## config.mk

```make
export PLATFORM = sky130hd
export DESIGN_NAME = lenet_layer_sequencer
export DESIGN_NICKNAME = d
export VERILOG_FILES = /design/src/rtl/lenet_pkg.sv /design/src/rtl/lenet_watchdog.sv /design/src/rtl/lenet_layer_sequencer.sv
export SDC_FILE = /design/constraint.sdc
export NUM_CORES = 1
export LEC_CHECK = 0
export CAP_MARGIN = 10
export CORE_AREA = 2 2 94 96
export CTS_CLUSTER_SIZE = 28
export DETAILED_ROUTE_END_ITERATION = 7
export DIE_AREA = 0 0 96 98
export PLACE_DENSITY = 0.81
export SETUP_SLACK_MARGIN = 0.02
export SYNTH_ARGS = -nofsm -noshare
export SYNTH_HDL_FRONTEND = slang
export SYNTH_SLANG_ARGS = --single-unit
```

## constraint.sdc

```tcl
create_clock -name clk -period 5.7 [get_ports clk]
set_input_delay 0.855 -clock clk [delete_from_list [all_inputs] [get_ports clk]]
set_output_delay 0.855 -clock clk [all_outputs]
set_load 0.02 [all_outputs]
```

## src/rtl/lenet_pkg.sv

```systemverilog
// Shared constants, FSM encoding and buffer routing for the LeNet-5 layer sequencer.
package lenet_pkg;

  localparam int NUM_LAYERS = 7;

  localparam logic [2:0] L_CONV1 = 3'd0;
  localparam logic [2:0] L_POOL1 = 3'd1;
  localparam logic [2:0] L_CONV2 = 3'd2;
  localparam logic [2:0] L_POOL2 = 3'd3;
  localparam logic [2:0] L_FC1   = 3'd4;
  localparam logic [2:0] L_FC2   = 3'd5;
  localparam logic [2:0] L_FC3   = 3'(NUM_LAYERS - 1);

  localparam logic [1:0] BUF_A   = 2'd0;
  localparam logic [1:0] BUF_B   = 2'd1;
  localparam logic [1:0] BUF_C   = 2'd2;
  localparam logic [1:0] BUF_IMG = 2'd3;

  typedef enum logic [2:0] {
    ST_IDLE,
    ST_LAUNCH,
    ST_WAIT,
    ST_NEXT,
    ST_FINISH
  } state_e;

  typedef struct packed {
    logic [1:0] src;
    logic [1:0] dst;
  } route_t;

  // Layers ping-pong between A and B; the classifier output lands in C.
  function automatic logic [1:0] dst_of(input logic [2:0] k);
    if (k == L_FC3) return BUF_C;
    return k[0] ? BUF_B : BUF_A;
  endfunction

  function automatic route_t route(input logic [2:0] k);
    route_t r;
    r.src = (k == L_CONV1) ? BUF_IMG : dst_of(k - 3'd1);
    r.dst = dst_of(k);
    return r;
  endfunction

endpackage

```

## src/rtl/lenet_watchdog.sv

```systemverilog
// Per-layer watchdog: loads a fixed budget, counts down while enabled, flags zero.
module lenet_watchdog #(
  parameter int LOAD_VALUE = 200000
) (
  input  logic clk,
  input  logic rst,
  input  logic load,
  input  logic en,
  output logic expired
);

  localparam int W = $clog2(LOAD_VALUE + 1);

  logic [W-1:0] cnt_q, cnt_d;

  always_comb begin
    cnt_d = cnt_q;
    if (load) begin
      cnt_d = W'(LOAD_VALUE);
    end else if (en && (cnt_q != '0)) begin
      cnt_d = cnt_q - W'(1);
    end
  end

  always_ff @(posedge clk) begin
    if (rst) cnt_q <= '0;
    else     cnt_q <= cnt_d;
  end

  assign expired = (cnt_q == '0);

endmodule

```

## src/rtl/lenet_layer_sequencer.sv

```systemverilog
// LeNet-5 layer scheduler: launches each engine in turn, routes the ping-pong
// buffers, guards every layer with a watchdog and records inference latency.
module lenet_layer_sequencer
  import lenet_pkg::*;
#(
  parameter int TIMEOUT_CYCLES = 200000
) (
  input  logic                  clk,
  input  logic                  rst,
  input  logic                  infer_start,
  input  logic                  abort,
  input  logic [NUM_LAYERS-1:0] layer_done,
  output logic [NUM_LAYERS-1:0] layer_start,
  output logic [1:0]            src_sel,
  output logic [1:0]            dst_sel,
  output logic [2:0]            cur_layer,
  output logic                  busy,
  output logic                  infer_done,
  output logic                  timeout_err,
  output logic [31:0]           cycle_count
);

  // state  | meaning
  // IDLE   | waiting for infer_start
  // LAUNCH | start pulse out for cur_layer, watchdog armed
  // WAIT   | engine running, watchdog counting down
  // NEXT   | layer finished, advance or finish
  // FINISH | infer_done pulse, latency captured

  state_e                state_q, state_d;
  logic [2:0]            cur_layer_q, cur_layer_d;
  logic [1:0]            src_sel_q, src_sel_d;
  logic [1:0]            dst_sel_q, dst_sel_d;
  logic [NUM_LAYERS-1:0] layer_start_q, layer_start_d;
  logic                  busy_q, busy_d;
  logic                  infer_done_q, infer_done_d;
  logic                  timeout_err_q, timeout_err_d;
  logic [31:0]           cycle_count_q, cycle_count_d;
  logic [31:0]           run_cnt_q, run_cnt_d;
  logic                  cur_done;
  logic                  enter_launch;
  logic                  wd_en;
  logic                  wd_expired;
  route_t                rt;

  assign cur_done = layer_done[cur_layer_q];

  always_comb begin
    state_d       = state_q;
    cur_layer_d   = cur_layer_q;
    timeout_err_d = timeout_err_q;
    cycle_count_d = cycle_count_q;
    run_cnt_d     = (state_q == ST_IDLE) ? run_cnt_q : run_cnt_q + 32'd1;

    case (state_q)
      ST_IDLE: begin
        if (infer_start) begin
          state_d       = ST_LAUNCH;
          cur_layer_d   = L_CONV1;
          timeout_err_d = 1'b0;
          run_cnt_d     = '0;
        end
      end
      ST_LAUNCH: state_d = cur_done ? ST_NEXT : ST_WAIT;
      ST_WAIT: begin
        if (wd_expired) begin
          timeout_err_d = 1'b1;
          state_d       = ST_IDLE;
        end else if (cur_done) begin
          state_d = ST_NEXT;
        end
      end
      ST_NEXT: begin
        if (cur_layer_q == L_FC3) begin
          state_d = ST_FINISH;
        end else begin
          cur_layer_d = cur_layer_q + 3'd1;
          state_d     = ST_LAUNCH;
        end
      end
      ST_FINISH: begin
        cycle_count_d = run_cnt_q + 32'd1;
        state_d       = ST_IDLE;
      end
      default: state_d = ST_IDLE;
    endcase

    // Abort overrides everything and leaves the reported results untouched.
    if (abort) begin
      state_d       = ST_IDLE;
      cur_layer_d   = cur_layer_q;
      timeout_err_d = timeout_err_q;
      cycle_count_d = cycle_count_q;
    end
  end

  // Routing and start pulse are registered on entry to LAUNCH only.
  always_comb begin
    enter_launch  = (state_d == ST_LAUNCH);
    rt            = route(cur_layer_d);
    src_sel_d     = enter_launch ? rt.src : src_sel_q;
    dst_sel_d     = enter_launch ? rt.dst : dst_sel_q;
    layer_start_d = enter_launch ? (NUM_LAYERS'(1) << cur_layer_d) : '0;
    busy_d        = (state_d != ST_IDLE);
    infer_done_d  = (state_d == ST_FINISH);
    wd_en         = (state_q == ST_LAUNCH) || (state_q == ST_WAIT);
  end

  lenet_watchdog #(
    .LOAD_VALUE(TIMEOUT_CYCLES)
  ) u_watchdog (
    .clk    (clk),
    .rst    (rst),
    .load   (enter_launch),
    .en     (wd_en),
    .expired(wd_expired)
  );

  always_ff @(posedge clk) begin
    if (rst) begin
      state_q       <= ST_IDLE;
      cur_layer_q   <= L_CONV1;
      src_sel_q     <= BUF_IMG;
      dst_sel_q     <= BUF_A;
      layer_start_q <= '0;
      busy_q        <= 1'b0;
      infer_done_q  <= 1'b0;
      timeout_err_q <= 1'b0;
      cycle_count_q <= '0;
      run_cnt_q     <= '0;
    end else begin
      state_q       <= state_d;
      cur_layer_q   <= cur_layer_d;
      src_sel_q     <= src_sel_d;
      dst_sel_q     <= dst_sel_d;
      layer_start_q <= layer_start_d;
      busy_q        <= busy_d;
      infer_done_q  <= infer_done_d;
      timeout_err_q <= timeout_err_d;
      cycle_count_q <= cycle_count_d;
      run_cnt_q     <= run_cnt_d;
    end
  end

  assign layer_start = layer_start_q;
  assign src_sel     = src_sel_q;
  assign dst_sel     = dst_sel_q;
  assign cur_layer   = cur_layer_q;
  assign busy        = busy_q;
  assign infer_done  = infer_done_q;
  assign timeout_err = timeout_err_q;
  assign cycle_count = cycle_count_q;

endmodule

```

==> impl_summary.txt, run 1 <==
----------------------------------------------------
[Synth]
  Number of warnings issued by yosys ... 0
  Syn Nets ... 588
  Most used DFF post-synth ... sky130_fd_sc_hd__dfxtp_1
  Average size of a mapped cell ... 8.54 sq um
  Share of synthesized area occupied by flip-flops and latches ... 0.418
  Commonest cells in the netlist ... sky130_fd_sc_hd__dfxtp_1 (102), sky130_fd_sc_hd__nor2_1 (79), sky130_fd_sc_hd__a21oi_1 (31), sky130_fd_sc_hd__a211oi_1 (27), sky130_fd_sc_hd__clkbuf_1 (26)
  Most common cell in the netlist ... sky130_fd_sc_hd__dfxtp_1
  Cell variety after synth ... 54
  Post-synth EDFFs ... 0
  Dominant cells by area after synthesis ... sky130_fd_sc_hd__dfxtp_1 (42%), sky130_fd_sc_hd__nor2_1 (6.1%), sky130_fd_sc_hd__a211oi_1 (4.1%)
  Gate count of the mapped netlist ... 572
  Library cell occupying the most area in the post-synthesis netlist ... sky130_fd_sc_hd__dfxtp_1
  Synth async-reset ratio ... 0
  Post-synthesis instance area ... 0.00489 sq mm
  Yosys top cell area share ... 0.418
  Synthesis-stage register bit count ... 102

[STA]
  Relative slew margins ... 0.529
  RSZ-0062 raised after global routing ... no
  Tcrit/Tclk final ... 0.543
  Number of hold violations in the final report ... 0
  Minimum period implied by the final worst setup slack ... 3.09 ns
  Sum of negative setup slack ... 0 ns
  Max Fclk ... 0.323 GHz
  Count of endpoints failing setup in the final report ... 0
  Skew final ... 0.0135 ns
  Worst Max-Slew Pin Slew ... 0.706 ns
  Hold slack final ... 0.465 ns
  Total count of max-transition violations in the final report ... 0

[Global routing]
  First-pass GRT wire length ... 18.6 mm
  Maximum number of pins on one net before global-route repair ... 68
  Global routing usage summed across all routing layers ... 0.243
  Via count of the first global-routing pass ... 4,007
  Residual overflow from global routing ... 0
  Antenna violations before repair ... 0

[Critical path]
  R2R Setup Slk ... 3.06 ns
  Maximum net fanout on the critical path ... 9
  Critical Path Source Type ... input pin
  Type of the worst setup path ... input pin to flop
  Arrival time worst endpoint ... 3.39 ns
  Required @ worst endpoint ... 6.00 ns
  Number of cells traversed by the worst register-to-register path ... 10
  Reg-to-Reg Start ... cur_layer[0]$_SDFF_PP0_
  Capture point of the worst reg-to-reg path ... src_sel[1]$_SDFFE_PP1N_
  Sort of element at the end of the critical path ... flop
  First element of the critical path ... infer_start

[Clock network]
  CTS Hold Bufs ... 0
  Number of buffers on the longest clock path ... 2
  CTS HTree Levels ... 3
  TritonCTS clock tree ... built
  Clock sinks ... 102
  Number of buffers inserted to repair setup after CTS ... 0
  Clock Tree Root ... sky130_fd_sc_hd__clkbuf_8
  Cts bufs inserted ... 9
  Clock transition at path regs ... 0.09 ns
  Clock latency on the worst-skew pair ... 0.36 ns
  Post-CTS Resized ... 0

[Place]
  Final HPWL from detailed placement ... 7.35 mm
  Count of input and output buffers ... 59
  Final estimated routing congestion in global placement ... 0.825
  DP Cell Count ... 704

[Detailed routing]
  Avg Vias per Cell ... 6.01
  DRT Pass-1 Iters ... 4
  Drt first-iter violations ... 220
  Vias after detailed routing ... 4,319
  Wire length after detailed routing ... 10.8 mm
  Detailed-route DRC error count ... 0
  Post-DR wirelength/cell ... 15.1 um
  DRT antenna net count ... 0

[Final layout]
  Number of nets at the end of the flow ... 623
  Layout area overhead ... 16.5%
  Fraction of final layout cells sized beyond drive strength 1 ... 0.0606
  Number of fill cells in the layout ... 700
  Sequential cell area in the final layout ... 0.00204 sq mm
  N_diodes ... 0
  Non-filler instance count after layout ... 719
  Multi-input combinational cell area ... 0.00263 sq mm

[Power]
  Total power ... 1.39 mW
  Pwr dens ... 245 mW/mm^2
  Worst VDD drop ... 0.140 mV
  Leakage ... 1.91 nW

[Die]
  I/O pin count ... 60
  Die X-Extent ... 96 um
  Full die area ... 0.00941 sq mm
  Die H ... 98 um
  Initial cell density of the core ... 0.577
  Num rows ... 34
  Core ar. ... 0.00847 sq mm

[Min path]
  Number of instances on the worst hold path ... 2
  Origin of the worst min-delay path ... dst_sel[0]$_SDFFE_PP0N_
  Terminating pin of the worst hold path ... dst_sel[0]$_SDFFE_PP0N_
  Worst min-delay path category ... flop to flop

[Status]
  Result of the run ... completed

[Run]
  Max-Cap Viols ... 0

----------------------------------------------------
per-stage QoR:
| step | worst slack (ns) | instance area (sq um) | utilization |
|---|---|---|---|
| after floorplan | 3.13 | 4890 | - |
| after global placement | 2.36 | 5490 | 0.648 |
| after detailed placement | 2.24 | 5490 | 0.648 |
| after CTS | 2.61 | 5690 | 0.672 |
| after global routing | 2.40 | 5690 | 0.672 |
| final | 2.61 | 5690 | 0.672 |
cells by family (layout without fill, tap and decap cells):
group	Yosys count	in the layout	synth area share
AO/OA/AOI/OAI	130	130	0.171
adder cells (fa/ha/maj)	5	5	0.0128
flip-flops	102	102	0.418
multiplexers	5	5	0.0131
buffers and inverters	54	93	0.0446
AND/OR/NAND/NOR	240	240	0.276
XOR/XNOR	36	36	0.0645
worst max-delay path by stage:
stage	to	slack (ns)	depth (start not counted)
floorplan	src_sel[1]$_SDFFE_PP1N_	3.13	9
global placement	u_watchdog.cnt_q[13]$_SDFFE_PP0P_	2.36	6
detailed placement	src_sel[1]$_SDFFE_PP1N_	2.24	9
CTS	src_sel[1]$_SDFFE_PP1N_	2.61	9
global route	src_sel[1]$_SDFFE_PP1N_	2.40	9
finish	src_sel[1]$_SDFFE_PP1N_	2.61	9
cell type report:
class / instances / area share
flip-flops and latches: 102 / 0.359
inverters: 14 / 0.00923
repair buffers: 64 / 0.109
multi-input cells: 416 / 0.462
clock inverters: 3 / 0.00747
clock buffers: 12 / 0.0290
well taps: 108 / 0.0237
power breakdown:
group / total [mW] / switching [mW] / internal (mW)
sequential: 0.746 / 0.0181 / 0.728
combinational: 0.174 / 0.110 / 0.0637
clock: 0.472 / 0.236 / 0.236
total: 1.39 / 0.364 / 1.03
placed cells by master (no fill, tap or decap), types with 8 or more instances in the layout:
cell,Yosys,routed
sky130_fd_sc_hd__a211oi_1,27,27
sky130_fd_sc_hd__a21oi_1,31,31
sky130_fd_sc_hd__a31oi_1,13,13
sky130_fd_sc_hd__and3_1,10,10
sky130_fd_sc_hd__and4_1,8,8
sky130_fd_sc_hd__clkbuf_8,0,12
sky130_fd_sc_hd__clkdlybuf4s50_1,0,58
sky130_fd_sc_hd__dfxtp_1,102,102
sky130_fd_sc_hd__inv_1,13,13
sky130_fd_sc_hd__nand2_1,24,24
sky130_fd_sc_hd__nand2b_1,8,8
sky130_fd_sc_hd__nand3_1,22,22
sky130_fd_sc_hd__nand4_1,10,10
sky130_fd_sc_hd__nor2_1,79,79
sky130_fd_sc_hd__nor3_1,16,16
sky130_fd_sc_hd__o21ai_0,24,24
sky130_fd_sc_hd__o31ai_1,11,11
sky130_fd_sc_hd__or3_1,16,16
sky130_fd_sc_hd__xnor2_1,20,20
sky130_fd_sc_hd__xor2_1,16,16
flip-flops by register name (all words and copies together) (netlist names):
register	count
cycle_count	32
state_q	3
dst_sel	2
busy	1
infer_done	1
cur_layer	3
run_cnt_q	32
src_sel	2
timeout_err	1
u_watchdog.cnt_q	18
layer_start	7
routing by layer:
| metal | routed length, um | GRT usage | share of wire |
|---|---|---|---|
| met5 | 0 | 0 | 0 |
| met3 | 399 | 0.0401 | 0.037 |
| met2 | 5430 | 0.396 | 0.50 |
| met4 | 200 | 0.0956 | 0.018 |
| met1 | 4800 | 0.318 | 0.44 |
critical path: stages:
cell and delay (ns):
sky130_fd_sc_hd__clkdlybuf4s50_1 0.63, sky130_fd_sc_hd__or3b_1 0.49, sky130_fd_sc_hd__a211oi_1 0.48, sky130_fd_sc_hd__o21ai_0 0.24, sky130_fd_sc_hd__nor2_1 0.14, sky130_fd_sc_hd__ha_1 0.23, sky130_fd_sc_hd__nor2_1 0.10, sky130_fd_sc_hd__a211oi_1 0.08
sky130_fd_sc_hd__o21bai_1 0.15
Note: power is estimated with default switching activity, not from simulation.
==> inputs of run 2 (changes only) <==
--- a/config.mk
+++ b/config.mk
@@ -6,11 +6,11 @@
 export NUM_CORES = 1
 export LEC_CHECK = 0
 export CAP_MARGIN = 10
-export CORE_AREA = 2 2 94 96
+export CORE_AREA = 2 2 102 104
 export CTS_CLUSTER_SIZE = 28
 export DETAILED_ROUTE_END_ITERATION = 7
-export DIE_AREA = 0 0 96 98
-export PLACE_DENSITY = 0.81
+export DIE_AREA = 0 0 104 106
+export PLACE_DENSITY = 0.73
 export SETUP_SLACK_MARGIN = 0.02
 export SYNTH_ARGS = -nofsm -noshare
 export SYNTH_HDL_FRONTEND = slang
==> constraint.sdc (replaced) <==
create_clock -name clk -period 2.6 [get_ports clk]
set_input_delay 0.39 -clock clk [delete_from_list [all_inputs] [get_ports clk]]
set_output_delay 0.39 -clock clk [all_outputs]
set_load 0.02 [all_outputs]
==> run 2 against run 1 <==
Flip-flop and latch count unchanged. Final cell count up 6.0%. Register-to-register slack worse by 2.7 ns. First-iteration DRC count is 27% lower. Core utilization decreased by 9.0 points. Non-clock buffer count increased by 14. Hold slack worse by 0.17 ns. Routed wire length is 3.6% higher. Worst setup slack got worse by 2.2 ns. Sequential share of layout area decreased by 0.79 points. Via count rose by 0.37%. Clock power rose by 100%. Critical endpoint is now cycle_count[24]$_SDFFE_PP0P_. Largest cell class unchanged.
==> impl_summary.txt, run 2 (synthesized netlist as in run 1, its figures left out) <==
----------------------------------------------------
[STA]
  Number of hold violations in the final report ... 0
  Final critical-path setup slack ... 0.397 ns
  Sum of negative setup slack ... 0 ns
  Max Fclk ... 0.454 GHz
  Skew final ... 0.0126 ns
  RSZ-0062 raised after global routing ... no
  Minimum period implied by the final worst setup slack ... 2.20 ns
  Worst Max-Slew Pin Slew ... 0.667 ns
  Total count of max-transition violations in the final report ... 0
  Hold slack final ... 0.292 ns
  Relative slew margins ... 0.555
  Tcrit/Tclk final ... 0.847
  Count of endpoints failing setup in the final report ... 0

[Detailed routing]
  Drt first-iter violations ... 160
  DRT antenna net count ... 0
  Avg Vias per Cell ... 5.69
  DRT Pass-1 Iters ... 4
  Post-DR wirelength/cell ... 14.7 um
  Wire length after detailed routing ... 11.2 mm
  Vias after detailed routing ... 4,335
  Detailed-route DRC error count ... 0

[Power]
  Total power ... 3.00 mW
  Pwr dens ... 516 mW/mm^2
  Worst VDD drop ... 0.297 mV
  Leakage ... 1.97 nW

[Final layout]
  Highest-count cells in the layout ignoring fill and taps ... sky130_fd_sc_hd__dfxtp_1 (102), sky130_fd_sc_hd__nor2_1 (79), sky130_fd_sc_hd__clkdlybuf4s50_1 (58)
  N_diodes ... 0
  Number of nets at the end of the flow ... 637
  Non-filler instance count after layout ... 762
  Layout area overhead ... 19.1%
  Most frequent standard cell in the layout excluding fill and tap cells ... sky130_fd_sc_hd__dfxtp_1
  Final non-filler cell area ... 0.00582 sq mm
  Post-layout utilization of the core ... 0.582
  Fraction of final layout cells sized beyond drive strength 1 ... 0.0815

[Global routing]
  Via count of the first global-routing pass ... 4,076
  Antenna violations before repair ... 0
  Global routing usage summed across all routing layers ... 0.208
  Residual overflow from global routing ... 0
  Maximum number of pins on one net before global-route repair ... 68
  First-pass GRT wire length ... 19.2 mm

[Place]
  Pre-CTS WS ... 0.0875 ns
  Final HPWL from detailed placement ... 7.89 mm
  DP Cell Count ... 746
  Count of input and output buffers ... 59
  Final estimated routing congestion in global placement ... 0.820
  Cell area reported after detailed placement ... 0.00564 sq mm

[Clock network]
  CTS Hold Bufs ... 0
  Clock sinks ... 102
  Clock transition at path regs ... 0.10 ns
  Clock latency on the worst-skew pair ... 0.37 ns
  TritonCTS clock tree ... built
  Post-CTS Resized ... 0
  Number of buffers on the longest clock path ... 2
  Cts bufs inserted ... 9
  Clock Tree Root ... sky130_fd_sc_hd__clkbuf_8
  CTS HTree Levels ... 3
  Number of buffers inserted to repair setup after CTS ... 0

[Die]
  Core ar. ... 0.0100 sq mm
  Num rows ... 37
  Die H ... 106 um
  I/O pin count ... 60
  Full die area ... 0.0110 sq mm
  Die X-Extent ... 104 um
  Initial cell density of the core ... 0.489

[Min path]
  Worst min-delay path category ... input pin to flop

[Critical path]
  Arrival time worst endpoint ... 2.49 ns
  Maximum net fanout on the critical path ... 7
  Required @ worst endpoint ... 2.89 ns
  Critical Path Source Type ... flop
  Type of the worst setup path ... flop to flop
  Sort of element at the end of the critical path ... flop

[Run]
  Max-Cap Viols ... 0

[Status]
  Result of the run ... completed

----------------------------------------------------
==> run 2: cell types whose count changed in the layout (fill, tap and decap cells not counted), sizes merged <==
cell      previous run  this run
bufinv               1         0
buf                  6        20
inv                 13        15
clkbuf              12        11
clkinvlp             1         2
==> run 2: path summary, 6_finish.rpt <==
kind | start | to | slack (ns) | depth (start not counted)
setup reg to reg | run_cnt_q[0]$_SDFF_PP0_ | cycle_count[24]$_SDFFE_PP0P_ | 0.40 | 6
hold reg to reg | dst_sel[0]$_SDFFE_PP0N_ | dst_sel[0]$_SDFFE_PP0N_ | 0.47 | 2
setup / recovery | run_cnt_q[0]$_SDFF_PP0_ | cycle_count[24]$_SDFFE_PP0P_ | 0.40 | 6
hold / removal | rst | cycle_count[18]$_SDFFE_PP0P_ | 0.29 | 2
==> run 2: power by group <==
group	switching, mW	internal, mW	leakage [nW]	total [mW]
combinational	0.248	0.162	1.06	0.410
clock	0.574	0.384	0.0866	0.958
sequential	0.0381	1.60	0.824	1.63
==> run 2: layer usage <==
| layer | track usage | wire length (um) |
|---|---|---|
| met3 | 0.0282 | 375 |
| met4 | 0.0782 | 181 |
| met1 | 0.263 | 5300 |
| met2 | 0.363 | 5350 |
| met5 | 0 | 0 |
==> run 2: worst max-delay path, stage by stage (launching register included) <==
cell and delay, ns:
sky130_fd_sc_hd__dfxtp_1 0.44, sky130_fd_sc_hd__ha_1 0.24, sky130_fd_sc_hd__and4_1 0.40, sky130_fd_sc_hd__and3_1 0.38, sky130_fd_sc_hd__nand3_1 0.20, sky130_fd_sc_hd__xor2_1 0.21, sky130_fd_sc_hd__a211oi_1 0.24
==> run 2: layout make-up <==
cell class / count / area [sq um]
Timing Repair Buffer: 78 / 741
Inverter: 14 / 52.6
Clock inverter: 5 / 41.3
Clock buffer: 11 / 141
Fill cell: 921 / 4180
Tap cell: 136 / 170
Sequential cell: 102 / 2040
Multi-Input combinational cell: 416 / 2630
==> inputs of run 3 (changes only) <==
--- a/config.mk
+++ b/config.mk
@@ -6,11 +6,11 @@
 export NUM_CORES = 1
 export LEC_CHECK = 0
 export CAP_MARGIN = 10
-export CORE_AREA = 2 2 102 104
+export CORE_AREA = 2 2 97 99
 export CTS_CLUSTER_SIZE = 28
 export DETAILED_ROUTE_END_ITERATION = 7
-export DIE_AREA = 0 0 104 106
-export PLACE_DENSITY = 0.73
+export DIE_AREA = 0 0 99 101
+export PLACE_DENSITY = 0.77
 export SETUP_SLACK_MARGIN = 0.02
 export SYNTH_ARGS = -nofsm -noshare
 export SYNTH_HDL_FRONTEND = slang
==> constraint.sdc (replaced) <==
create_clock -name clk -period 2.2 [get_ports clk]
set_input_delay 0.33 -clock clk [delete_from_list [all_inputs] [get_ports clk]]
set_output_delay 0.33 -clock clk [all_outputs]
set_load 0.02 [all_outputs]
==> run 3 against run 2 <==
Sequential share of layout area is 1.2 points lower. Die area is 9.3% lower. First-iteration DRC count is 7.5% higher. Worst setup slack worse by 0.28 ns. Routed wire length is 4.5% higher. Design area is 3.7% higher. Via count is 2.7% higher. Clock skew is 0.0066 ns higher. Hold slack worse by 0.013 ns. Count of clock-buffer cells in the layout stayed put. Combinational power is 28% higher. Fmax is 5.9% higher.
==> impl_summary.txt, run 3 (synthesized netlist as in run 1, its figures left out) <==
----------------------------------------------------
[Power]
  Proportion of power drawn by the clock network ... 0.304
  Comb pwr share ... 0.148
  Internal power summed over all cells ... 2.52 mW
  Net switching share of the total power ... 0.285
  Switching power ... 1.01 mW
  Leakage ... 2.12 nW
  Total power ... 3.53 mW
  Sequential Power Share ... 0.547
  Pwr dens ... 584 mW/mm^2
  Worst VDD drop ... 0.396 mV

[Final layout]
  Sequential cell area in the final layout ... 0.00205 sq mm
  Multi-input combinational cell area ... 0.00265 sq mm
  N_diodes ... 0
  Fraction of final layout cells sized beyond drive strength 1 ... 0.133
  Layout area overhead ... 23.6%
  Number of fill cells in the layout ... 742
  Number of nets at the end of the flow ... 666
  Most frequent standard cell in the layout excluding fill and tap cells ... sky130_fd_sc_hd__dfxtp_1
  Highest-count cells in the layout ignoring fill and taps ... sky130_fd_sc_hd__dfxtp_1 (99), sky130_fd_sc_hd__nor2_1 (78), sky130_fd_sc_hd__clkdlybuf4s50_1 (58)

[STA]
  Relative slew margins ... 0.649
  Tcrit/Tclk final ... 0.945
  Final critical-path setup slack ... 0.120 ns
  Minimum period implied by the final worst setup slack ... 2.08 ns
  Total count of max-transition violations in the final report ... 0
  RSZ-0062 raised after global routing ... no
  Hold slack final ... 0.280 ns
  Number of hold violations in the final report ... 0
  Count of endpoints failing setup in the final report ... 0
  Skew final ... 0.0191 ns
  Worst Max-Slew Pin Slew ... 0.522 ns
  Max Fclk ... 0.481 GHz

[Critical path]
  R2R Setup Slk ... 0.12 ns
  Required @ worst endpoint ... 2.47 ns
  Capture point of the worst reg-to-reg path ... cycle_count[30]$_SDFFE_PP0P_
  Maximum net fanout on the critical path ... 6
  Number of cells traversed by the worst register-to-register path ... 5
  Sort of element at the end of the critical path ... flop
  Reg-to-Reg Start ... run_cnt_q[18]$_SDFF_PP0_
  Type of the worst setup path ... flop to flop
  Arrival time worst endpoint ... 2.35 ns
  Critical Path Source Type ... flop

[Place]
  Pre-CTS WS ... -0.269 ns
  Final estimated routing congestion in global placement ... 0.895
  Count of input and output buffers ... 59
  Final HPWL from detailed placement ... 8.47 mm

[Min path]
  Number of instances on the worst hold path ... 2
  Terminating pin of the worst hold path ... cycle_count[18]$_SDFFE_PP0P_
  Worst min-delay path category ... input pin to flop
  Origin of the worst min-delay path ... rst

[Global routing]
  Global routing usage summed across all routing layers ... 0.241
  Residual overflow from global routing ... 0
  Maximum number of pins on one net before global-route repair ... 39
  First-pass GRT wire length ... 19.9 mm
  Via count of the first global-routing pass ... 4,411
  Antenna violations before repair ... 0

[Die]
  Die H ... 101 um
  Initial cell density of the core ... 0.544
  Die X-Extent ... 99 um
  Full die area ... 0.0100 sq mm
  Core ar. ... 0.00898 sq mm
  Num rows ... 35
  I/O pin count ... 60

[Clock network]
  Clock latency on the worst-skew pair ... 0.37 ns
  Number of buffers on the longest clock path ... 2
  CTS Hold Bufs ... 0
  Clock transition at path regs ... 0.10 ns
  TritonCTS clock tree ... built
  Cts bufs inserted ... 9
  Clock Tree Root ... sky130_fd_sc_hd__clkbuf_8
  Clock sinks ... 102
  CTS HTree Levels ... 3

[Detailed routing]
  Vias after detailed routing ... 4,453
  Avg Vias per Cell ... 5.81
  Detailed-route DRC error count ... 0
  Post-DR wirelength/cell ... 15.3 um
  Drt first-iter violations ... 172
  Wire length after detailed routing ... 11.7 mm
  DRT Pass-1 Iters ... 5
  DRT antenna net count ... 0

[Run]
  Max-Cap Viols ... 0

[Status]
  Result of the run ... completed

----------------------------------------------------
==> run 3: cell count changes in the layout (fill, tap and decap cells not counted), sizes merged <==
cell      delta
clkinv       +2
inv          -1
buf         +29
clkinvlp     -1
==> run 3: stage by stage <==
stage | utilization | cell area, sq um | setup TNS, ns | std cells
2_1_floorplan | - | 4890 | 0 | 572
3_3_place_gp | 0.651 | 5850 | -0.331 | 749
3_5_place_dp | 0.651 | 5850 | -0.589 | 749
4_1_cts | 0.670 | 6010 | 0 | 765
5_1_grt | 0.673 | 6040 | 0 | 766
6_report | 0.673 | 6040 | 0 | 766
==> run 3: what timing repair did <==
| action | CTS | global route |
|---|---|---|
| hold endpoints to repair | 0 | 0 |
| gates resized for setup | 0 | 7 |
| setup endpoints to repair | 0 | 7 |
| setup buffers | 0 | 1 |
==> run 3: per-layer routing <==
metal,part of all wire,vias up,GRT usage
met5,0,-,0
met4,0.012,0,0.0790
met3,0.044,13,0.0430
met2,0.52,105,0.432
met1,0.43,2108,0.292
li1,-,2227,-
==> run 3: how the worst max path moves through the flow <==
stage / from / end / cells after the start
2_1_floorplan: cur_layer[0]$_SDFF_PP0_ / src_sel[1]$_SDFFE_PP1N_ / 9
3_3_place_gp: infer_start / src_sel[1]$_SDFFE_PP1N_ / 9
3_5_place_dp: infer_start / src_sel[1]$_SDFFE_PP1N_ / 9
4_1_cts: infer_start / src_sel[1]$_SDFFE_PP1N_ / 9
5_1_grt: run_cnt_q[18]$_SDFF_PP0_ / cycle_count[26]$_SDFFE_PP0P_ / 5
6_report: run_cnt_q[18]$_SDFF_PP0_ / cycle_count[30]$_SDFFE_PP0P_ / 5
==> run 3: worst max-delay path: stages (launching register included) <==
cell and delay, ns:
sky130_fd_sc_hd__dfxtp_1 0.45, sky130_fd_sc_hd__and3_1 0.27, sky130_fd_sc_hd__nand3_1 0.34, sky130_fd_sc_hd__nor4_1 0.57, sky130_fd_sc_hd__nor3b_1 0.10, sky130_fd_sc_hd__nor4_1 0.25
==> run 3: area by class of cell <==
| class | count | share of cell area |
|---|---|---|
| Clock buffer | 11 | 0.0218 |
| Clock inverter | 5 | 0.00580 |
| Sequential cell | 102 | 0.339 |
| Multi-Input combinational cell | 416 | 0.439 |
| Inverter | 14 | 0.00870 |
| Timing Repair Buffer | 107 | 0.163 |
| Tap cell | 111 | 0.0230 |
==> run 3: power by group through the flow <==
stage / Combinational [mW] / Clock [mW] / Sequential [mW]
after detailed placement: 0.513 / 0 / 1.97
after CTS: 0.517 / 1.10 / 1.93
after global routing: 0.578 / 1.16 / 1.94
after global placement: 0.495 / 0 / 1.97
after floorplan: 0.353 / 0 / 1.97
final: 0.524 / 1.07 / 1.93
==> patch 1, RTL diff (config.mk and constraints of run 3) <==
Re-encode `state_e` (5 states) as one-hot, 5 bits wide.
--- a/src/rtl/lenet_pkg.sv
+++ b/src/rtl/lenet_pkg.sv
@@ -17,10 +17,10 @@
   localparam logic [1:0] BUF_IMG = 2'd3;
 
-  typedef enum logic [2:0] {
-    ST_IDLE,
-    ST_LAUNCH,
-    ST_WAIT,
-    ST_NEXT,
-    ST_FINISH
+  typedef enum logic [4:0] {
+    ST_IDLE   = 5'b00001,
+    ST_LAUNCH = 5'b00010,
+    ST_WAIT   = 5'b00100,
+    ST_NEXT   = 5'b01000,
+    ST_FINISH = 5'b10000
   } state_e;
 
Formal check against the unedited RTL: no difference found for any inputs over 10 cycles, from zero or initial values and one cycle with rst high; not proved beyond that.
==> patch 1 against run 3 <==
The run now ends with negative setup slack left. Sequential cell count up 2. Combinational power decreased by 32%. Setup slack worse by 340 ps. Final area increased by 7.1%. Via count rose by 6.1%. Synthesized area increased by 2.1%. Routed wire length up 8.4%. Total power decreased by 5.0%. First-iteration DRC count increased by 40%. Largest cell class unchanged. Largest power group unchanged.
==> patch 1: results (changes against run 3) <==
| Metric | Value |
|---|---|
| # Post-CTS Setup Buffers | `4 (was 0)` |
| Worst r2r path cells | `8 (was 5)` |
| Iter 0 DRT Violations | `240 (was 172)` |
| Post-cts sizing count | `5 (was 0)` |
| HPWL Detailed | `8.58 mm (was 8.47 mm)` |
| Placer Congestion | `0.884 (was 0.895)` |
| Final std cells w/o fill | `807 (was 766)` |
| Yosys cell types | `63 (was 54)` |
| Worst hold slack | `493 ps (was 280 ps)` |
| Number of global-route vias before repair | `4494 (was 4411)` |
| Area post-placement | `6080 um^2 (was 5850 um^2)` |
| Worst slew pin tran | `713 ps (was 522 ps)` |
| IR drop worst, VDD | `0.416 mV (was 0.396 mV)` |
| Synthesized instance count | `588 (was 572)` |
| Synth Area in XOR/XNOR | `7.20% (was 6.45%)` |
| Finish-stage setup viols | `7 (was 0)` |
| Layout cell share with drive strength beyond 1 | `18.8% (was 13.3%)` |
| Routed vias | `4723 (was 4453)` |
| Worst Setup EP | `src_sel[1]$_SDFFE_PP1N_ (was cycle_count[30]$_SDFFE_PP0P_)` |
| Largest net degree at the start of global routing | `45 (was 39)` |
| Worst hold path depth | `1 (was 2)` |
| Post-Synth Adder-Cell Area | `1.25% (was 1.28%)` |
| Tightest Hold Check Type | `reg -> reg (was in -> reg)` |
| Area contributors post-synth | `dfxtp_1, xnor2_1, o21ai_0 (was dfxtp_1, nor2_1, a211oi_1)` |
| Switching share of power | `26.4% (was 28.5%)` |
| Static Leak | `2.34 nW (was 2.12 nW)` |
| Post-Synthesis Net Count | `604 (was 588)` |
| Final WL | `12.7 mm (was 11.7 mm)` |
| Failing checks | `negative setup slack` |
| CP max FO | `3 (was 6)` |
| Clock skew | `11.8 ps (was 19.1 ps)` |
| Post-synthesis mux area share | `1.93% (was 1.31%)` |
| Gate power share | `10.6% (was 14.8%)` |
| Worst Path Arrival | `2740 ps (was 2350 ps)` |
| CTS buffer count | `9 (unchanged)` |
| Seq/Total Area, Yosys | `41.7% (was 41.8%)` |
| Status | `complete, but fails checks (was completed)` |
| Compound-Gate Fraction of Synth Area | `20.7% (was 17.1%)` |
| Crit path launch | `state_q[2]$_SDFF_PP0_ (was run_cnt_q[18]$_SDFF_PP0_)` |
| Hold path endpoint | `src_sel[1]$_SDFFE_PP1N_ (was cycle_count[18]$_SDFFE_PP0P_)` |
| GRT Total Usage | `24.6% (was 24.1%)` |
| Hold Startpoint | `src_sel[1]$_SDFFE_PP1N_ (was rst)` |
| Global-route wire length before repair | `20.3 mm (was 19.9 mm)` |
| Worst setup margin | `-216 ps (was 120 ps)` |
| Total power | `3.35 mW (was 3.53 mW)` |
| Nets | `708 (was 666)` |
-- patch 1: changes by cell type after synthesis, sizes merged, moves of 5 or more --
cell,change
a21o,+6
xnor2,+11
and2,+8
nor3,+6
nor4,+5
nand2b,-5
a21oi,+14
xor2,-6
buf,-6
a211oi,-6
o21ai,+22
nor2,-24
-- patch 1: per-stage QoR --
stage,setup slack (ps),setup TNS [ps],util (%)
2_1_floorplan,-404,-585,-
3_3_place_gp,-152,-170,67.7
3_5_place_dp,-205,-564,67.7
4_1_cts,-196,-213,70.2
5_1_grt,-277,-736,72.0
6_report,-216,-324,72.0
-- patch 1: layout make-up --
| type | instances | area [um^2] |
|---|---|---|
| clock inverters | 5 | 41.3 |
| repair buffers | 130 | 1200 |
| well taps | 111 | 139 |
| multi-input cells | 430 | 2810 |
| flip-flops and latches | 104 | 2080 |
| clock buffers | 10 | 128 |
| inverters | 17 | 63.8 |
| fillers | 673 | 2510 |
-- patch 1: worst max-delay path, stage by stage, from the launching register on --
cell and delay [ps]:
dfxtp_2 330, or4b_4 540, or2_1 290, o31a_1 310, o22a_1 220, inv_1 90
ha_1 240, a311oi_2 190, o32a_1 160
-- patch 1: layer usage --
layer / wire length, um / vias up / part of all wire (%) / GRT usage, %
met5: 0 / - / 0 / 0
met1: 5610 / 2251 / 44 / 30.7
li1: - / 2342 / - / -
met2: 6370 / 112 / 50 / 42.8
met4: 189 / 0 / 1.5 / 9.38
met3: 518 / 18 / 4.1 / 3.81
-- patch 1: cell families after synthesis --
| group | after synthesis |
|---|---|
| AND/OR/NAND/NOR | 211 |
| AO/OA/AOI/OAI | 165 |
| flip-flops | 104 |
| buffers and inverters | 54 |
| XOR/XNOR | 41 |
| multiplexers | 8 |
| adder cells (fa/ha/maj) | 5 |
==> patch 2, RTL diff (config.mk and constraints of run 3) <==
Without the edit above. The package constant `NUM_LAYERS` goes from 7 to 8.
--- a/src/rtl/lenet_pkg.sv
+++ b/src/rtl/lenet_pkg.sv
@@ -2,5 +2,5 @@
 package lenet_pkg;
 
-  localparam int NUM_LAYERS = 7;
+  localparam int NUM_LAYERS = 8;
 
   localparam logic [2:0] L_CONV1 = 3'd0;
Interface: changed (resized layer_done and layer_start); port bits go from 60 to 62. The function was not compared with the original's and may differ.
==> patch 2 against run 3 <==
Synthesized area is 1.4% lower. Non-clock buffer count stayed put. First-iteration DRC count rose by 24%. Sequential cell count up 1. Count of clock-buffer cells in the layout fell by 1. Hold slack better by 190 ps. Total power up 0.92%. Routed wire length decreased by 0.74%. Setup slack better by 22 ps. Final area about the same. Via count increased by 0.47%. Largest cell class unchanged. Highest routed layer unchanged.
==> patch 2: results (changes against run 3) <==
| Metric | Value |
|---|---|
| Worst slew pin tran | `541 ps (was 522 ps)` |
| WL per Instance | `15.2 um (was 15.3 um)` |
| Fill cell count | `748 (was 742)` |
| Commonest cells in the synthesized netlist | `dfxtp_1, o21ai_0, a21oi_1 (was dfxtp_1, nor2_1, a21oi_1)` |
| Worst r2r path cells | `6 (was 5)` |
| FF-to-FF setup slack | `140 ps (was 120 ps)` |
| Syn Area/Cell | `8.53 um^2 (was 8.54 um^2)` |
| HPWL Detailed | `8.36 mm (was 8.47 mm)` |
| Placed cell count | `748 (was 749)` |
| Largest net degree at the start of global routing | `64 (was 39)` |
| PD cells | `589 nW/um^2 (was 584 nW/um^2)` |
| Met3 Wirelength | `548 um (was 518 um)` |
| Hold Startpoint | `dst_sel[0]$_SDFFE_PP0N_ (was rst)` |
| Reg-to-Reg Start | `run_cnt_q[6]$_SDFF_PP0_ (was run_cnt_q[18]$_SDFF_PP0_)` |
| Worst Path Arrival | `2310 ps (was 2350 ps)` |
| Static Leak | `2.17 nW (was 2.12 nW)` |
| Iter 0 DRT Violations | `213 (was 172)` |
| Worst Setup EP | `cycle_count[31]$_SDFFE_PP0P_ (was cycle_count[30]$_SDFFE_PP0P_)` |
| P_sw | `1.01 mW (about the same)` |
| Number of global-route vias before repair | `4216 (was 4411)` |
| Global-route wire length before repair | `19.4 mm (was 19.9 mm)` |
| Seq pwr share | `54.5% (was 54.7%)` |
| # H-tree levels | `3 (unchanged)` |
| Grt met3 use | `4.51% (was 4.30%)` |
| Hold path endpoint | `dst_sel[0]$_SDFFE_PP0N_ (was cycle_count[18]$_SDFFE_PP0P_)` |
| Tightest Hold Check Type | `reg -> reg (was in -> reg)` |
| Post-Synthesis Net Count | `581 (was 588)` |
| Status | `completed (unchanged)` |
| Post-synthesis mux area share | `2.00% (was 1.31%)` |
| Area contributors post-synth | `dfxtp_1, o21ai_0, a21oi_1 (was dfxtp_1, nor2_1, a211oi_1)` |
| Port-buffer cells | `61 (was 59)` |
| Yosys cell types | `52 (was 54)` |
| Post-Synth Adder-Cell Area | `1.04% (was 1.28%)` |
| Placer Congestion | `0.897 (was 0.895)` |
| CP max FO | `7 (was 6)` |
| DR pass1 iterations | `6 (was 5)` |
| Routed vias | `4474 (was 4453)` |
| Clock skew | `16.3 ps (was 19.1 ps)` |
patch 2: metrics by stage:
step	util, %	setup slack (ps)	instance area [um^2]	hold slack (ps)
2_1_floorplan	-	30.1	4820	448
3_3_place_gp	64.7	14.7	5810	438
3_5_place_dp	64.7	-88.3	5810	446
4_1_cts	66.8	55.6	6000	469
5_1_grt	67.3	1.20	6040	500
6_report	67.3	143	6040	466
patch 2: final cells by class:
cell class	count	area share, %
clock buffers	10	2.11
clock inverters	6	1.04
inverters	15	0.932
multi-input cells	414	43.0
flip-flops and latches	103	34.2
well taps	111	2.30
repair buffers	107	16.4
patch 2: what timing repair did:
item | CTS | global route
hold endpoints to repair | 0 | 0
endpoints found under the setup margin | 0 | 13
resized for setup | 0 | 7
buffers inserted | 0 | 2
patch 2: critical path: stages (launching register included):
cell	delay (ps)
dfxtp_1	460
nand4_1	350
nor4_4	450
nand4_1	210
buf_4	180
xor2_1	200
a21oi_1	90
